## src/rtl/writeback_queue.sv

```systemverilog
// Writeback queue: buffers results and drains them in FIFO order into register-file write stage.
// Define WRITEBACK_QUEUE_FORWARD_EN to enable the Q_Rd/Q_Hit/Q_Data forwarding lookup.
module writeback_queue #(
    parameter int DEPTH = 4
) (
    input  logic                     Clk,
    input  logic                     Reset,
    input  logic                     In_Valid,
    output logic                     In_Ready,
    input  logic [63:0]              In_Data,
    input  logic [4:0]               In_Rd,
    input  logic                     Stall,
    output logic [63:0]              BusW,
    output logic [4:0]               RW,
    output logic                     RegWr,
    output logic [$clog2(DEPTH):0]   Count,
    input  logic [4:0]               Q_Rd,
    output logic                     Q_Hit,
    output logic [63:0]              Q_Data
);

    localparam int              AW   = $clog2(DEPTH);
    localparam int              CW   = AW + 1;
    localparam logic [CW-1:0]   FULL = CW'(DEPTH);
    localparam logic [4:0]      XZR  = 5'd31;

    logic [63:0]   data_mem_q [DEPTH];
    logic [4:0]    rd_mem_q   [DEPTH];

    logic [AW-1:0] wr_ptr_q, wr_ptr_d;
    logic [AW-1:0] rd_ptr_q, rd_ptr_d;
    logic [CW-1:0] count_q,  count_d;
    logic          regwr_q,  regwr_d;
    logic [4:0]    rw_q,     rw_d;
    logic [63:0]   busw_q,   busw_d;

    logic accept;
    logic store;
    logic pop;

    // Valid/ready: a result transfers on a rising edge where In_Valid && In_Ready.
    // In_Ready depends only on occupancy, never on a same-cycle pop.
    assign In_Ready = (count_q < FULL);
    assign accept   = In_Valid && In_Ready && !Reset;
    // Writes to register 31 complete the handshake but are never queued.
    assign store    = accept && (In_Rd != XZR);
    assign pop      = (count_q != '0) && !Stall;

    always_comb begin
        wr_ptr_d = wr_ptr_q;
        rd_ptr_d = rd_ptr_q;
        count_d  = count_q;
        regwr_d  = 1'b0;
        rw_d     = rw_q;
        busw_d   = busw_q;

        if (store) begin
            wr_ptr_d = wr_ptr_q + AW'(1);
        end

        if (pop) begin
            rd_ptr_d = rd_ptr_q + AW'(1);
            regwr_d  = 1'b1;
            rw_d     = rd_mem_q[rd_ptr_q];
            busw_d   = data_mem_q[rd_ptr_q];
        end

        case ({store, pop})
            2'b10:   count_d = count_q + CW'(1);
            2'b01:   count_d = count_q - CW'(1);
            default: count_d = count_q;
        endcase
    end

    always_ff @(posedge Clk) begin
        if (Reset) begin
            wr_ptr_q <= '0;
            rd_ptr_q <= '0;
            count_q  <= '0;
            regwr_q  <= 1'b0;
            rw_q     <= '0;
            busw_q   <= '0;
        end else begin
            wr_ptr_q <= wr_ptr_d;
            rd_ptr_q <= rd_ptr_d;
            count_q  <= count_d;
            regwr_q  <= regwr_d;
            rw_q     <= rw_d;
            busw_q   <= busw_d;
        end
    end

    // Entry storage needs no reset: occupancy alone decides which slots are live.
    always_ff @(posedge Clk) begin
        if (store) begin
            data_mem_q[wr_ptr_q] <= In_Data;
            rd_mem_q[wr_ptr_q]   <= In_Rd;
        end
    end

    assign Count = count_q;
    assign RegWr = regwr_q;
    assign RW    = rw_q;
    assign BusW  = busw_q;

`ifdef WRITEBACK_QUEUE_FORWARD_EN
    logic [AW-1:0] fwd_idx;
    logic          fwd_hit;
    logic [63:0]   fwd_data;

    // Scan oldest to youngest so later matches override: output stage first, then queue head..tail.
    always_comb begin
        fwd_idx  = '0;
        fwd_hit  = 1'b0;
        fwd_data = '0;
        if (Q_Rd != XZR) begin
            if (regwr_q && (rw_q == Q_Rd)) begin
                fwd_hit  = 1'b1;
                fwd_data = busw_q;
            end
            for (int i = 0; i < DEPTH; i++) begin
                fwd_idx = rd_ptr_q + AW'(i);
                if ((CW'(i) < count_q) && (rd_mem_q[fwd_idx] == Q_Rd)) begin
                    fwd_hit  = 1'b1;
                    fwd_data = data_mem_q[fwd_idx];
                end
            end
        end
    end

    assign Q_Hit  = fwd_hit;
    assign Q_Data = fwd_data;
`else
    logic unused_q_rd;
    assign unused_q_rd = ^Q_Rd;
    assign Q_Hit       = 1'b0;
    assign Q_Data      = '0;
`endif

endmodule

```

## config.mk

```make
export PLATFORM = sky130hd
export DESIGN_NAME = writeback_queue
export DESIGN_NICKNAME = d
export VERILOG_FILES = /design/src/rtl/writeback_queue.sv
export SDC_FILE = /design/constraint.sdc
export NUM_CORES = 1
export LEC_CHECK = 0
export ABC_CLOCK_PERIOD_IN_PS = 7100
export BUFFER_PORTS_ARGS = -buffer_cell sky130_fd_sc_hd__buf_2
export CAP_MARGIN = 20
export CELL_PAD_IN_SITES_DETAIL_PLACEMENT = 0
export CELL_PAD_IN_SITES_GLOBAL_PLACEMENT = 1
export CORE_MARGIN = 2
export CORE_UTILIZATION = 30
export DETAILED_ROUTE_END_ITERATION = 7
export PLACE_DENSITY = 0.62
export SLEW_MARGIN = 25
export SYNTH_ARGS = -nofsm -noshare
export SYNTH_HDL_FRONTEND = slang
export SYNTH_SLANG_ARGS = --single-unit
```

## constraint.sdc

```tcl
create_clock -name Clk -period 7.1 [get_ports Clk]
set_input_delay 2.13 -clock Clk [delete_from_list [all_inputs] [get_ports Clk]]
set_output_delay 2.13 -clock Clk [all_outputs]
set_load 0.005 [all_outputs]
```

==> out/summary.txt <==
Gate Count Post-Synth - 637
CP Class - primary input to register
WL final - 27,030 um
Yosys top cell by area - edfxtp_1
Worst Skew - 11.97 ps
leakage power - 5.501 nW
Placer Congestion - 0.6642
max_cap viols - 0
Initial Util - 30.24%
crit path time final - 4195 ps
# IOs - 217
top post-synthesis cells by count - edfxtp_1, dfxtp_1, a22o_1, mux4_2, buf_4
DIE HEIGHT - 211.9 um
Post-CTS Resized - 0
Avg WL per Cell - 18.98 um
total gr overflow - 0
setup TNS - 0 ps
drt pass-1 iters - 6
CTS Sinks - 353
Worst-path clk slew - 60 ps
CP Launch Type - primary input
vias - 6,198
DP HPWL - 14,630 um
CTS H-tree lvls - 2
Hold Crit Class - register to register
Synth top area share - 63.91%
first-pass GRT wire length - 40,120 um
top_reg_cell synth - edfxtp_1
worst endpoint data arrival time - 4400 ps
internal power of the cells - 4.167 mW
Sw Ratio - 24.62%
Final setup viols - 0
Final period util - 59.09%
Vias/cell - 4.353
largest cells by area after synthesis - edfxtp_1, mux4_2, dfxtp_1, a22o_1, buf_4
Final nets - 888
CTS tree - yes
part of the power in registers - 46.3%
Data required, critical path - 7300 ps
Psw - 1.361 mW
overall routing resource usage - 12.22%
Area growth syn-to-layout - 19.86%
DR iter-0 viols - 282
Clock Tree Buf Depth - 3
syn_area_per_cell - 20.36 um2
fraction of final layout cells sized beyond drive strength 1 - 35.84%
Port Buffers - 146
Highest Clock Rate - 0.2384 GHz
clock power share - 38.7%
initial antenna violation count - 3
Yosys cell types - 29
crit path capture type - register
largest net degree at the start of global routing - 57
sequential-to-total area share from yosys stat - 75.80%
Root Buffer - clkbuf_16
Yosys reg bits - 353
Final ANT Viol Nets - 0
row cnt - 76
RSZ-0062 raised after global routing - false
Slew @ Worst Pin - 986.8 ps
Post-Syn Area - 12,970 um2
total CTS buffers - 41
Critical Path Fanout Max - 49
cts hold-fix bufs - 0
Comb power frac - 15.0%
hold slack - 469.4 ps
vias in the first global route - 6,463
Worst IR Drop VDD - 187.5 uV
Syn. warnings - 0
Worst-Skew Late Latency - 550 ps
post-synthesis async set-or-reset flop share - 0%
status - completed
most common cell in the netlist - edfxtp_1
PwrDens - 355.6 nW/um2
EDFF count, synth - 276
core area - 42,890 um2
drt drc - 0
Rel. slew slack - 34.21%
Die Wd - 211.9 um
Slew Viols, Final - 0
Die ar. - 44,900 um2
final hold viol count - 0
setup repair bufs after CTS - 0
==> routing by layer <==
layer  part of all wire (%)  vias up  GRT usage (%)
li1                       -     2787              -
met1                     44     3157          16.06
met2                     46      207          19.01
met3                    6.8       43          3.575
met4                    2.3        4          4.881
met5                  0.089        -              0
==> area by class of cell <==
cell class                 count  area [um2]
sequential                   353        9837
tap                          585       732.0
clock inverter                13       145.1
antenna                        2       5.005
fill                        3995       27340
clock buffer                  63        1251
multi-input combinational    243        2729
inverter                       9       33.78
timing repair buffer         156       809.5
==> worst max-delay path, stage by stage <==
cell and delay, ps:
buf_2 130, and3_1 230, a311oi_1 570, and2_4 830
buf_4 480
==> through the flow <==
stage                     total power [mW]  util (%)  cells  area, um2  setup slack, ps
after floorplan                      3.148         -    701      13210             2277
after global placement               3.447     32.96   1346      14140             2280
after CTS                            5.629     36.23   1422      15540             2832
final                                5.528     36.24   1424      15540             2905
after global routing                 5.780     36.23   1422      15540             2685
after detailed placement             3.462     32.97   1346      14140             2250
==> power by group through the flow <==
| stage | sequential, mW | clock (mW) | combinational (mW) |
|---|---|---|---|
| 3_3_place_gp | 2.60 | 0 | 0.846 |
| 4_1_cts | 2.57 | 2.20 | 0.859 |
| 6_report | 2.56 | 2.14 | 0.828 |
| 5_1_grt | 2.59 | 2.28 | 0.915 |
| 2_1_floorplan | 2.55 | 0 | 0.595 |
| 3_5_place_dp | 2.61 | 0 | 0.856 |
==> state kept, by name, indices dropped and copies added, names as in the netlist <==
register,flops
BusW,64
RW,5
rd_mem_q,20
Count,3
data_mem_q,256
rd_ptr_q,2
RegWr,1
wr_ptr_q,2
==> cells by family after synthesis <==
family / Yosys count / share of synthesized area, %
flops: 353 / 75.80
fa+ha+maj: 6 / 0.6368
compound gates: 79 / 5.230
buf+inv: 105 / 5.133
simple gates: 20 / 0.8877
xor+xnor: 2 / 0.1351
other cells: 1 / 0.02892
mux: 71 / 12.15
==> cells in the final DEF (no fill, tap or decap), types with 2 or more instances in the layout <==
cell and count:
a311oi_1 2, buf_2 146, dfxtp_1 75, clkbuf_1 10
a22o_1 69, clkinv_1 2, and2_4 4, xor2_1 2
edfxtp_1 276, conb_1 65, a21oi_1 3, mux4_2 69
nor2_1 7, clkbuf_16 43, clkbuf_8 10, clkinv_2 6
inv_1 9, dfxtp_4 2, o21ai_0 2, buf_4 9
or3_1 2, bufinv_16 3, diode_2 2, ha_1 5
nand2b_1 3
==> worst paths after layout <==
path	slack (ps)	startpoint	end	cells past startpoint
worst max-delay path	2900	In_Rd[2]	data_mem_q[0][21]$_DFFE_PP_	5
worst min-delay path	470	BusW[27]$_SDFFE_PP0P_	BusW[27]$_SDFFE_PP0P_	1
worst max register to register	4220	Count[2]$_SDFFE_PP0P_	data_mem_q[0][21]$_DFFE_PP_	4
worst min register to register	470	BusW[27]$_SDFFE_PP0P_	BusW[27]$_SDFFE_PP0P_	1
No activity file was read; power rests on OpenSTA's default activity.
